[src/rtl/countdown_timer_if.sv]
// Control and status bundle between the button/tick front end and the
// countdown_timer core. The master side drives controls and watches status;
// the slave side is the timer itself.
interface countdown_timer_if;
  logic        tick;
  logic        load;
  logic [15:0] load_value;
  logic        start;
  logic        stop;
  logic [15:0] count_bcd;
  logic        running;
  logic        expired;
  logic        done;

  modport master (
    output tick, load, load_value, start, stop,
    input  count_bcd, running, expired, done
  );

  modport slave (
    input  tick, load, load_value, start, stop,
    output count_bcd, running, expired, done
  );
endinterface

[src/rtl/countdown_timer.sv]
// MM:SS BCD countdown timer. Counts down one second per TICKS_PER_STEP tick
// strobes while running, pauses/resumes on stop/start, and flags expiry with a
// one-cycle done pulse plus an expired level held until the next load.
// Reset is asserted asynchronously and released through a two-flop
// synchroniser so that no state leaves reset on a partial clock cycle.
module countdown_timer #(
  parameter int unsigned TICKS_PER_STEP = 32'd1
) (
  input  logic              clk,
  input  logic              reset,
  countdown_timer_if.slave  bus
);

  localparam logic [7:0] PRESC_LAST = 8'(TICKS_PER_STEP - 32'd1);

  typedef enum logic [1:0] {
    ST_IDLE   = 2'd0,
    ST_RUN    = 2'd1,
    ST_PAUSED = 2'd2,
    ST_DONE   = 2'd3
  } state_t;

  // Limit a BCD digit to max_d (covers both non-BCD codes and >5 tens-of-seconds).
  function automatic logic [3:0] clamp_digit(input logic [3:0] d, input logic [3:0] max_d);
    logic [3:0] r;
    if (d > max_d) begin
      r = max_d;
    end else begin
      r = d;
    end
    return r;
  endfunction

  // Force every digit of a loaded value into a legal MM:SS range.
  function automatic logic [15:0] sanitise_bcd(input logic [15:0] v);
    return {clamp_digit(v[15:12], 4'd9),
            clamp_digit(v[11:8],  4'd9),
            clamp_digit(v[7:4],   4'd5),
            clamp_digit(v[3:0],   4'd9)};
  endfunction

  // One-second decrement with the MM:SS borrow chain; 00:00 saturates.
  function automatic logic [15:0] dec_bcd(input logic [15:0] v);
    logic [3:0] mt;
    logic [3:0] mo;
    logic [3:0] st;
    logic [3:0] so;
    mt = v[15:12];
    mo = v[11:8];
    st = v[7:4];
    so = v[3:0];
    if (v == 16'h0000) begin
      so = 4'd0;
    end else if (so != 4'd0) begin
      so = so - 4'd1;
    end else begin
      so = 4'd9;
      if (st != 4'd0) begin
        st = st - 4'd1;
      end else begin
        st = 4'd5;
        if (mo != 4'd0) begin
          mo = mo - 4'd1;
        end else begin
          mo = 4'd9;
          mt = mt - 4'd1;
        end
      end
    end
    return {mt, mo, st, so};
  endfunction

  logic        rst_meta_q;
  logic        rst_ok_q;

  state_t      state_q,   state_d;
  logic [15:0] count_q,   count_d;
  logic [7:0]  presc_q,   presc_d;
  logic        running_q, running_d;
  logic        expired_q, expired_d;
  logic        done_q,    done_d;
  logic [15:0] count_dec_s;

  // Reset synchroniser: async assert, release after two clean clock edges.
  always_ff @(posedge clk or negedge reset) begin
    if (!reset) begin
      rst_meta_q <= 1'b0;
      rst_ok_q   <= 1'b0;
    end else begin
      rst_meta_q <= 1'b1;
      rst_ok_q   <= rst_meta_q;
    end
  end

  // Next-state logic; priority load > stop > start > tick.
  always_comb begin
    state_d     = state_q;
    count_d     = count_q;
    presc_d     = presc_q;
    done_d      = 1'b0;
    count_dec_s = dec_bcd(count_q);

    if (!rst_ok_q) begin
      state_d = ST_IDLE;
      count_d = 16'h0000;
      presc_d = 8'd0;
    end else if (bus.load) begin
      state_d = ST_IDLE;
      count_d = sanitise_bcd(bus.load_value);
      presc_d = 8'd0;
    end else if (bus.stop && (state_q == ST_RUN)) begin
      // Prescaler is frozen so a resume finishes the partial second.
      state_d = ST_PAUSED;
    end else if (bus.start && ((state_q == ST_IDLE) || (state_q == ST_PAUSED))) begin
      if (count_q != 16'h0000) begin
        state_d = ST_RUN;
        // A fresh start begins a whole second; a resume keeps the partial one.
        if (state_q == ST_IDLE) begin
          presc_d = 8'd0;
        end else begin
          presc_d = presc_q;
        end
      end else begin
        state_d = state_q;
      end
    end else if (bus.tick && (state_q == ST_RUN)) begin
      if (presc_q == PRESC_LAST) begin
        presc_d = 8'd0;
        count_d = count_dec_s;
        if (count_dec_s == 16'h0000) begin
          state_d = ST_DONE;
          done_d  = 1'b1;
        end else begin
          state_d = state_q;
        end
      end else begin
        presc_d = presc_q + 8'd1;
      end
    end else begin
      state_d = state_q;
    end

    running_d = (state_d == ST_RUN);
    expired_d = (state_d == ST_DONE);
  end

  // State, count and registered status outputs.
  always_ff @(posedge clk or negedge reset) begin
    if (!reset) begin
      state_q   <= ST_IDLE;
      count_q   <= 16'h0000;
      presc_q   <= 8'd0;
      running_q <= 1'b0;
      expired_q <= 1'b0;
      done_q    <= 1'b0;
    end else begin
      state_q   <= state_d;
      count_q   <= count_d;
      presc_q   <= presc_d;
      running_q <= running_d;
      expired_q <= expired_d;
      done_q    <= done_d;
    end
  end

  assign bus.count_bcd = count_q;
  assign bus.running   = running_q;
  assign bus.expired   = expired_q;
  assign bus.done      = done_q;

endmodule

[src/flat_wrapper.sv]
// flat-port wrapper written by rule: the top's interface ports become plain ports
module countdown_timer_flat 
#(
  parameter int unsigned TICKS_PER_STEP = 32'd1
)
  (clk, reset, bus_tick, bus_load, bus_load_value, bus_start, bus_stop, bus_count_bcd, bus_running, bus_expired, bus_done);
  countdown_timer_if bus_i ();
  input  logic clk;
  input  logic reset;
  input wire logic [$bits(bus_i.tick)-1:0] bus_tick;
  input wire logic [$bits(bus_i.load)-1:0] bus_load;
  input wire logic [$bits(bus_i.load_value)-1:0] bus_load_value;
  input wire logic [$bits(bus_i.start)-1:0] bus_start;
  input wire logic [$bits(bus_i.stop)-1:0] bus_stop;
  output wire logic [$bits(bus_i.count_bcd)-1:0] bus_count_bcd;
  output wire logic [$bits(bus_i.running)-1:0] bus_running;
  output wire logic [$bits(bus_i.expired)-1:0] bus_expired;
  output wire logic [$bits(bus_i.done)-1:0] bus_done;
  assign bus_i.tick = bus_tick;
  assign bus_i.load = bus_load;
  assign bus_i.load_value = bus_load_value;
  assign bus_i.start = bus_start;
  assign bus_i.stop = bus_stop;
  assign bus_count_bcd = bus_i.count_bcd;
  assign bus_running = bus_i.running;
  assign bus_expired = bus_i.expired;
  assign bus_done = bus_i.done;
  countdown_timer #(.TICKS_PER_STEP(TICKS_PER_STEP)) u_core (.clk(clk), .reset(reset), .bus(bus_i));
endmodule
[config.mk]
export PLATFORM = sky130hd
export DESIGN_NAME = countdown_timer_flat
export DESIGN_NICKNAME = d
export VERILOG_FILES = /design/src/rtl/countdown_timer_if.sv /design/src/rtl/countdown_timer.sv /design/src/flat_wrapper.sv
export SDC_FILE = /design/constraint.sdc
export NUM_CORES = 1
export LEC_CHECK = 0
export ABC_AREA = 1
export BUFFER_PORTS_ARGS = -buffer_cell sky130_fd_sc_hd__buf_2
export CAP_MARGIN = 5
export CORE_MARGIN = 10
export CORE_UTILIZATION = 40
export DETAILED_ROUTE_END_ITERATION = 7
export HOLD_SLACK_MARGIN = 0.06
export PLACE_DENSITY = 0.72
export RECOVER_POWER = 100
export SLEW_MARGIN = 20
export SYNTH_ARGS = -nofsm -noshare
export SYNTH_HDL_FRONTEND = slang
export SYNTH_SLANG_ARGS = --single-unit
[constraint.sdc]
create_clock -name clk -period 2.4 [get_ports clk]
set_input_delay 0.12 -clock clk [delete_from_list [all_inputs] [get_ports clk]]
set_output_delay 0.12 -clock clk [all_outputs]
set_load 0.01 [all_outputs]
### After elaboration in Yosys (flattened, before gate mapping)

Index checks and enable logic that the tools add are counted.
Widths: inputs -> output; s select.

| cells by class | value |
|---|---|
| add/sub/neg operators | 5 |
| multiply operators | 0 |
| div/mod/pow operators | 0 |
| $lt $le $gt $ge | 4 |
| equality and inequality tests | 11 |
| shift operators | 0 |
| mux-type cells | 46 |
| bitwise logic cells | 0 |
| reductions and logical operators | 14 |

Operators with widths:

| kind | count |
|---|---|
| $mux 16 | 6 |
| $mux 4 | 17 |
| $mux 8 | 8 |
| $logic_not 16->1 | 2 |
| $mux 2 | 8 |
| $reduce_bool 16->1 | 1 |
| $sub 4x1->4 const B | 4 |
| $gt 4x4->1 const B | 3 |
| $ne 3x3->1 const B | 4 |
| $ne 4x4->1 const B | 3 |
| $reduce_bool 4->1 | 3 |
| $add 8x1->8 const B | 1 |
| $logic_not 8->1 | 1 |
| $reduce_and 4->1 | 2 |
| $mux 1 | 7 |
| $eq 2x1->1 const B | 2 |
| $eq 2x2->1 const B | 2 |
| $gt 4x3->1 const B | 1 |
| $logic_and 1x1->1 | 3 |
| $logic_not 2->1 | 1 |
| $logic_or 1x1->1 | 1 |

| word-level totals | value |
|---|---|
| bits in registers | 31 |
| bits in latches | 0 |
| RAM bits | 0 |
| bits in read-only memories | 0 |
| bits of input ports | 22 |
| output and inout port bits | 19 |
| word-level logic and storage cells | 88 |
| memories | 0 |

### Longest topological paths before layout

Gate-level depths: netlist (run 1).

| depth | value |
|---|---|
| depth after elaboration | 14 |
| mapped depth | 15 |

### Worst setup path after synthesis (run 1)

No wires, ideal clock.

| timing | value |
|---|---|
| kind | flip-flop to flip-flop |
| start | register u_core.count_q[12], in the netlist u_core.bus.count_bcd[12] |
| end | register u_core.running_q, in the netlist u_core.bus.running |
| arrival time | 1625 ps |
| setup slack | 660 ps |
| cell stages (with the launch flop) | 14 |
| clock period less this slack | 1740 ps |
| cells stage by stage | dfrtp_1 -> inv_1 -> ha_1 -> nand3_1 -> nor2_2 -> nand2_2 -> nand2_1 -> nand2_1 -> nor2_1 -> nand3_1 -> nor2_2 -> nand2_2 -> nand2_1 -> nor2_1 |

| between the ends | value |
|---|---|
| cells in the longest elaborated chain, start to end | 14 |

RTL lines:

| what | RTL line | source |
|---|---|---|
| start, declared | countdown_timer.sv:77 | `logic [15:0] count_q, count_d;` |
| start signal, assigned | countdown_timer.sv:158 | `count_q <= count_d;` |
| $sub 4x1->4 | countdown_timer.sv:66 | `mt = mt - 4'd1;` |
| $mux 4 | countdown_timer.sv:62 | `if (mo != 4'd0) begin` |
| $mux 4 | countdown_timer.sv:58 | `if (st != 4'd0) begin` |
| $mux 4 | countdown_timer.sv:54 | `end else if (so != 4'd0) begin` |
| $mux 4 | countdown_timer.sv:52 | `if (v == 16'h0000) begin` |
| $logic_not 16->1 | countdown_timer.sv:130 | `if (count_dec_s == 16'h0000) begin` |
| $mux 2 | countdown_timer.sv:130 |  |
| $mux 2 | countdown_timer.sv:127 | `if (presc_q == PRESC_LAST) begin` |
| $mux 2 | countdown_timer.sv:126 | `end else if (bus.tick && (state_q == ST_RUN)) begin` |
| $mux 2 * | countdown_timer.sv:114 | `end else if (bus.start && ((state_q == ST_IDLE) \|\| (state_q == ST_PAUSED))) begin` |
| $mux 2 * | countdown_timer.sv:111 | `end else if (bus.stop && (state_q == ST_RUN)) begin` |
| $mux 2 * | countdown_timer.sv:107 | `end else if (bus.load) begin` |
| $mux 2 * | countdown_timer.sv:103 | `if (!rst_ok_q) begin` |
| $eq 2x1->1 * | countdown_timer.sv:143 | `running_d = (state_d == ST_RUN);` |
| net u_core.running_d | countdown_timer.sv:79 | `logic running_q, running_d;` |
| end signal, assigned | countdown_timer.sv:160 | `running_q <= running_d;` |
| end, declared | countdown_timer.sv:79 |  |

The timed path passes the listed nets; every way through them passes the cells marked *.
A chain may end at the register's enable or synchronous reset.

### Worst setup path in the final report (run 1)

| timing | value |
|---|---|
| start | register u_core.count_q[0], in the netlist u_core.bus.count_bcd[0] |
| end | register u_core.done_q, in the netlist u_core.bus.done |

| between the ends | value |
|---|---|
| cells in the longest elaborated chain, start to end | 11 |

RTL lines:

| what | RTL line | source |
|---|---|---|
| $sub 4x1->4 / $reduce_bool 4->1 (equally long branches) | countdown_timer.sv:55, countdown_timer.sv:54 |  |
| $mux 4 | countdown_timer.sv:54 |  |
| $mux 4 | countdown_timer.sv:52 |  |
| $logic_not 16->1 * | countdown_timer.sv:130 |  |
| $mux 1 * | countdown_timer.sv:130 |  |
| $mux 1 * | countdown_timer.sv:127 |  |
| $mux 1 * | countdown_timer.sv:126 |  |
| $mux 1 * | countdown_timer.sv:114 |  |
| $mux 1 * | countdown_timer.sv:111 |  |
| $mux 1 * | countdown_timer.sv:107 |  |
| $mux 1 * | countdown_timer.sv:103 |  |
| net u_core.done_d | countdown_timer.sv:81 | `logic done_q, done_d;` |
| end signal, assigned | countdown_timer.sv:162 | `done_q <= done_d;` |
| end, declared | countdown_timer.sv:81 |  |

Marked as above.

==> results of run 1 <==
flip-flops by register name, summed over array words and instances (netlist names):
name                  flops
u_core.bus.expired        1
u_core.state_q            2
u_core.bus.running        1
u_core.rst_meta_q         1
u_core.bus.done           1
u_core.presc_q            8
u_core.bus.count_bcd     16
u_core.rst_ok_q           1
tightest hold or removal path, delay by kind of cell:
family / cells / cell delay, ns
compound gates: 2 / 0.18
buf+inv: 1 / 0.09
layer usage:
layer  wire (um)  share of wire  global-route usage  up-vias
met5           0              0                   0        -
li1            -              -                   -     1108
met2        2760           0.46               0.226       42
met3         280          0.046              0.0376        9
met1        2900           0.48               0.174     1060
met4          84          0.014              0.0430        0
kinds of logic after synthesis:
group,count (synthesis)
buffers and inverters,60
XOR/XNOR,4
AND/OR/NAND/NOR,153
AO/OA/AOI/OAI,61
other,1
flip-flops,31
adder cells (fa/ha/maj),6
repair_timing:
item / 4_1_cts / 5_1_grt
resized for setup: 0 / 0
endpoints found under the setup margin: 0 / 1
hold buffers: 1 / 0
setup buffers: 0 / 0
hold endpoints to repair: 31 / 0
path summary, 6_finish.rpt:
| path | startpoint | to | slack, ns | depth (start not counted) |
|---|---|---|---|---|
| worst max register to register | u_core.bus.count_bcd[0] | u_core.bus.done | 0.21 | 12 |
| max in group asynchronous | reset | u_core.bus.count_bcd[11] | 0.58 | 2 |
| worst min-delay path | bus_load_value[14] | u_core.bus.count_bcd[14] | 0.15 | 3 |
| worst min register to register | u_core.rst_meta_q | u_core.rst_ok_q | 0.35 | 0 |
| min in group asynchronous | reset | u_core.presc_q[4] | 0.83 | 2 |
| worst max-delay path | u_core.bus.count_bcd[0] | u_core.bus.done | 0.21 | 12 |
cells in the mapped netlist, drive strengths merged:
| cell | instances |
|---|---|
| nand2 | 63 |
| inv | 54 |
| nor2 | 46 |
| o21ai | 32 |
| dfrtp | 31 |
| nand3 | 27 |
| a21oi | 15 |
| nand4 | 7 |
| nor3 | 7 |
| ha | 6 |
| o22ai | 6 |
| buf | 4 |
| xor2 | 4 |
| a22oi | 3 |
| clkbuf | 2 |
| nand3b | 2 |
| a211oi | 1 |
| a31oi | 1 |
| conb | 1 |
| o21a | 1 |
| o311ai | 1 |
| o31ai | 1 |
| or2 | 1 |
layout make-up:
| class | instances | area, um^2 | share of cell area |
|---|---|---|---|
| clock buffers | 6 | 82.6 | 0.0328 |
| clock inverters | 1 | 5.00 | 0.00199 |
| inverters | 54 | 203 | 0.0804 |
| multi-input cells | 225 | 1180 | 0.469 |
| flip-flops and latches | 31 | 776 | 0.308 |
| well taps | 70 | 87.6 | 0.0348 |
| repair buffers | 41 | 185 | 0.0735 |
cell usage in the layout (no fill, tap or decap), drive strengths merged:
cell	n
a22oi	3
dlygate4sd3	1
ha	6
o31ai	1
buf	20
o21ai	32
a31oi	1
nor3	7
or2	1
nand3	27
o21a	1
nand3b	2
nand4	7
a21oi	15
xor2	4
inv	54
o22ai	6
clkinv	1
clkbuf	26
nand2	63
o311ai	1
a211oi	1
conb	1
dfrtp	31
nor2	46
power breakdown:
| part | internal [mW] | switching (mW) | total [mW] |
|---|---|---|---|
| registers | 0.554 | 0.0342 | 0.588 |
| clock network | 0.225 | 0.205 | 0.430 |
| logic | 0.158 | 0.341 | 0.499 |
==> metrics.yaml, run 1 <==
route:
  ant_nets: 0
  dr.pass1.iters: 4
  totalWireLength_mm: 6.02
  detailedRoute.firstIterationViolations: 125
  post_drt_wl_per_cell_um: 14.1
  dr_total_vias: 2219
  via_per_inst: 5.18
  drc: 0
timing:
  rsz0062_at_grt: "no"
  finalWorstSetupSlack_ns: 0.212
  relSlewSlack: -0.145
  drv_slew: 32
  hold_viol: 0
  period_share: 0.912
  worst_slew_pin_slew_ns: 1.72
  skew_ns: 0.0119
  finalSetupTns_ns: 0
  min_period_ns: 2.19
  holdWs_ns: 0.150
  setup_viol: 0
  fmax_mhz: 457
pwr:
  p_leak_nw: 1.26
  total_power_mw: 1.52
  ir_drop_mv: 0.374
  power_density_nw_per_um2: 602
outcome:
  outcome: "finished with violations"
  failed_checks: "max-capacitance violations, max-slew violations"
layout:
  drive_gt1_frac: 0.137
  fin_cells: 428
  synthToLayoutAreaGrowth_pct: 14.3
  n_fill_cell: 553
  stdcell_area_um2: 2520
  antenna_cells: 0
  final_util: 0.481
  layout.nets: 386
synth:
  postSynthAreaPerCell_um2: 6.98
  synth_mux_area_frac: 0
  yosysWarnings: 0
  synth_compound_area_frac: 0.154
  synth_fp_nets: 344
  synthSimpleGateAreaFrac: 0.333
  synth-xor-area-share: 0.0159
  synth.ff_latch_count: 31
  synthTopCellsByArea: "dfrtp_1 (35%), nand2_1 (9.5%), inv_1 (8.9%)"
  synth_top_family_by_area: "simple AND/OR/NAND/NOR gates"
  synth.top_cell.area_share: 0.352
  syn_inst: 316
  synth.largest_area_cell: "dfrtp_1"
  yosysUniqueCellTypes: 32
  synth_area_um2: 2200
  synthAdderAreaFrac: 0.0341
  yosysSeqAreaShare: 0.352
setup_path:
  cp.required_ns: 2.61
  cp-end-kind: "flip-flop"
  crit_top_cell: "nor2_1"
  criticalPathCategory: "flip-flop to flip-flop"
  crit_slowest_cell: "dfrtp_1"
  max_stage_delay_ns: 0.40
  cp_max_fo: 12
  arrival_ns: 2.39
  cp_top_family: "simple AND/OR/NAND/NOR gates"
  start_kind: "flip-flop"
  crit_chain: "inv_1 > ha_1 > nand2_4 > nor2_4 > nand2_2 > nand2_1 > nand3_1 > nor2_1 > nand2_1 > nor2_1 > nand3_1 > nor2_1"
  cp_num_buf_inv: 1
global_routing:
  antenna_found_initial: 0
  grt_pass1_vias: 2138
  grt_pass1_wl_mm: 10.1
  grt_max_degree: 32
  overflow: 0
  track_usage: 0.139
floorplanning:
  core-area_um2: 5240
  die_w_um: 94.2
  die_h_um: 94.2
  io_pins: 41
  start_util: 0.421
  die-area_um2: 8880
  fp-row-count: 26
placed_design:
  place_inst: 420
  dp_hpwl_mm: 4.57
  pre_cts_slack_ns: 0.243
  placed_cell_area_um2: 2450
  place_congestion: 0.876
  numPortBuffers: 40
cts:
  cts.reportedPaths.clkPinSlew_ns: 0.07
  clock_latency_ns: 0.29
  cts_tree: "yes"
  clock_path_buffers: 2
  cts-htree-levels: 2
  clock-root-buffer: "clkbuf_8"
  cts_buffers: 5
  cts_sinks: 31
min_path:
  min_path_type: "input port to flip-flop"
run:
  cap_violations: 1
No activity file was read; power rests on OpenSTA's default activity.
==> run 2, diff against run 1 <==
- PLACE_DENSITY: 0.72 -> 0.74
- clock period: 2.4 -> 1.9 ns (I/O delays scaled with it)
==> metrics.yaml, run 2 (synthesized netlist as in run 1, its figures left out) <==
floorplanning:
  io_pins: 41  # unchanged
  die_h_um: 94.2  # unchanged
  core-area_um2: 5240  # unchanged
  fp-row-count: 26  # unchanged
  die-area_um2: 8880  # unchanged
  start_util: 0.421  # unchanged
  die_w_um: 94.2  # unchanged
layout:
  fin_cells: 449  # +4.9%
  antenna_cells: 0  # unchanged
  synthToLayoutAreaGrowth_pct: 26.2
  layout.nets: 406  # +5.2%
  n_fill_cell: 507  # -8.3%
  largest_reg_flops: 16  # unchanged
  drive_gt1_frac: 0.269  # +0.132
  layout_common_cells: "nand2_1 (50), inv_1 (47), o21ai_0 (31)"
  final_common_cell: "nand2_1"
  final_util: 0.531  # +0.0502
route:
  ant_nets: 0  # unchanged
  totalWireLength_mm: 6.34  # +5.2%
  post_drt_wl_per_cell_um: 14.1  # +0.24%
  dr_total_vias: 2292  # +3.3%
  dr.pass1.iters: 4  # unchanged
  detailedRoute.firstIterationViolations: 141  # +13%
  via_per_inst: 5.10  # -1.5%
  drc: 0  # unchanged
run:
  cap_violations: 0  # -1
pwr:
  pwr-share-clk: 0.252  # -0.032
  total_power_mw: 2.06  # +36%
  p_leak_nw: 1.41  # +12%
  ir_drop_mv: 0.348  # -7.0%
  swShare: 0.387  # +0.00482
  power.switching_uw: 800  # +38%
  power_density_nw_per_um2: 742  # +23%
  power_frac_comb: 0.391  # +0.062
  seqPwrFrac: 0.357  # -0.030
  internal_power_mw: 1.26  # +35%
timing:
  fmax_mhz: 548  # +20%
  drv_slew: 0  # -100%
  min_period_ns: 1.83  # -0.362 ns
  rsz0062_at_grt: "yes"
  period_share: 0.961  # +0.0493
  holdWs_ns: 0.117  # -0.0329 ns
  relSlewSlack: 0.512  # +0.657
  skew_ns: 0.00674  # -0.00516 ns
  worst_slew_pin_slew_ns: 0.733  # -0.985 ns
  hold_viol: 0  # unchanged
  setup_viol: 0  # unchanged
global_routing:
  antenna_found_initial: 0  # unchanged
  overflow: 0  # unchanged
  grt_pass1_vias: 2239  # +4.7%
  grt_max_degree: 32  # unchanged
  track_usage: 0.140  # +0.000377
  grt_pass1_wl_mm: 10.1  # about the same
cts:
  cts_tree: "yes"
  cts-htree-levels: 2  # unchanged
  cts.reportedPaths.clkPinSlew_ns: 0.07  # about the same
  cts_buffers: 5  # unchanged
  clock_path_buffers: 2  # unchanged
  clock_latency_ns: 0.29  # about the same
  clock-root-buffer: "clkbuf_8"
  cts_sinks: 31  # unchanged
setup_path:
  crit_slowest_cell: "dfrtp_1"
  cp.required_ns: 2.08  # -0.53 ns
  arrival_ns: 2.00  # -0.39 ns
  start_kind: "flip-flop"
  cp-end-kind: "flip-flop"
  criticalPathCategory: "flip-flop to flip-flop"
  crit_chain: "nor2_2 > nand2_2 > nor2_4 > buf_12 > nand3_4 > a21oi_2 > nand3_1 > nor2_2 > nand2_2 > nand2_1 > nor2_1"
  max_stage_delay_ns: 0.41  # about the same
  reg2reg_depth: 11  # -1
  cp_max_fo: 9  # -3
min_path:
  min_path_type: "input port to flip-flop"
  hold_depth: 3  # unchanged
outcome:
  outcome: "finished, final reports clean"
placed_design:
  numPortBuffers: 40  # unchanged
  place_congestion: 0.908  # +3.6%
  dp_hpwl_mm: 4.84  # +5.8%
  place_inst: 437  # +4.0%
-- run 2: cell types whose count changed in the layout (fill, tap and decap cells not counted), moves of 7 or more --
| cell | delta |
|---|---|
| buf_2 | +9 |
| buf_4 | +17 |
| nand2_1 | -7 |
| clkbuf_1 | -7 |
| nor2_1 | -8 |
-- run 2: power groups by stage --
stage                     combinational [mW]  sequential, mW  clock (mW)
after global routing                   0.888           0.743       0.556
after CTS                              0.730           0.733       0.528
after global placement                 0.714           0.744           0
after detailed placement               0.724           0.746           0
final                                  0.807           0.737       0.521
after floorplan                        0.451           0.765           0
-- run 2: area by class of cell --
type	count	area, um^2	share of cell area
Multi-Input combinational cell	225	1270	0.455
Sequential cell	31	777	0.279
Timing Repair Buffer	61	367	0.132
Inverter	54	203	0.0728
Tap cell	70	87.6	0.0315
Clock buffer	7	76.3	0.0274
Clock inverter	1	5.00	0.00180
-- run 2: path summary, 6_finish.rpt --
path                                       endpoint                     from  slack, ns
setup reg to reg                 u_core.bus.running  u_core.bus.count_bcd[7]       0.07
min in group asynchronous  u_core.bus.count_bcd[13]                    reset       0.40
setup / recovery                 u_core.bus.running  u_core.bus.count_bcd[7]       0.07
max in group asynchronous   u_core.bus.count_bcd[2]                    reset       0.98
hold reg to reg                     u_core.rst_ok_q        u_core.rst_meta_q       0.36
hold / removal              u_core.bus.count_bcd[8]        bus_load_value[8]       0.12
-- run 2: routing by layer --
metal,global-route usage,part of all wire,vias up
met1,0.155,0.41,1076
met2,0.252,0.53,53
met3,0.0368,0.061,6
li1,-,-,1157
met4,0.0418,0.0074,0
met5,0,0,-
-- run 2: worst max-delay path: cells and delay by family, from the launching register on --
family / cells / cell delay [ns]
AOI/OAI and AO/OA: 1 / 0.16
and+or+nand+nor: 9 / 0.97
buffers and inverters: 1 / 0.16
DFF: 1 / 0.41
-- run 2: metrics by stage --
stage	worst slack, ns	instance area, um^2	TNS [ns]
finish	0.0742	2780	0
global route	-0.0814	2780	-0.223
CTS	0.00930	2690	0
detailed placement	0.0599	2590	0
global placement	0.0642	2590	0
floorplan	0.160	2200	0
-- run 2: what timing repair did --
action,4_1_cts,5_1_grt
endpoints found under the setup margin,0,14
endpoints found under the hold margin,31,0
gates resized for setup,0,31
hold buffers,1,0
buffers inserted,0,3
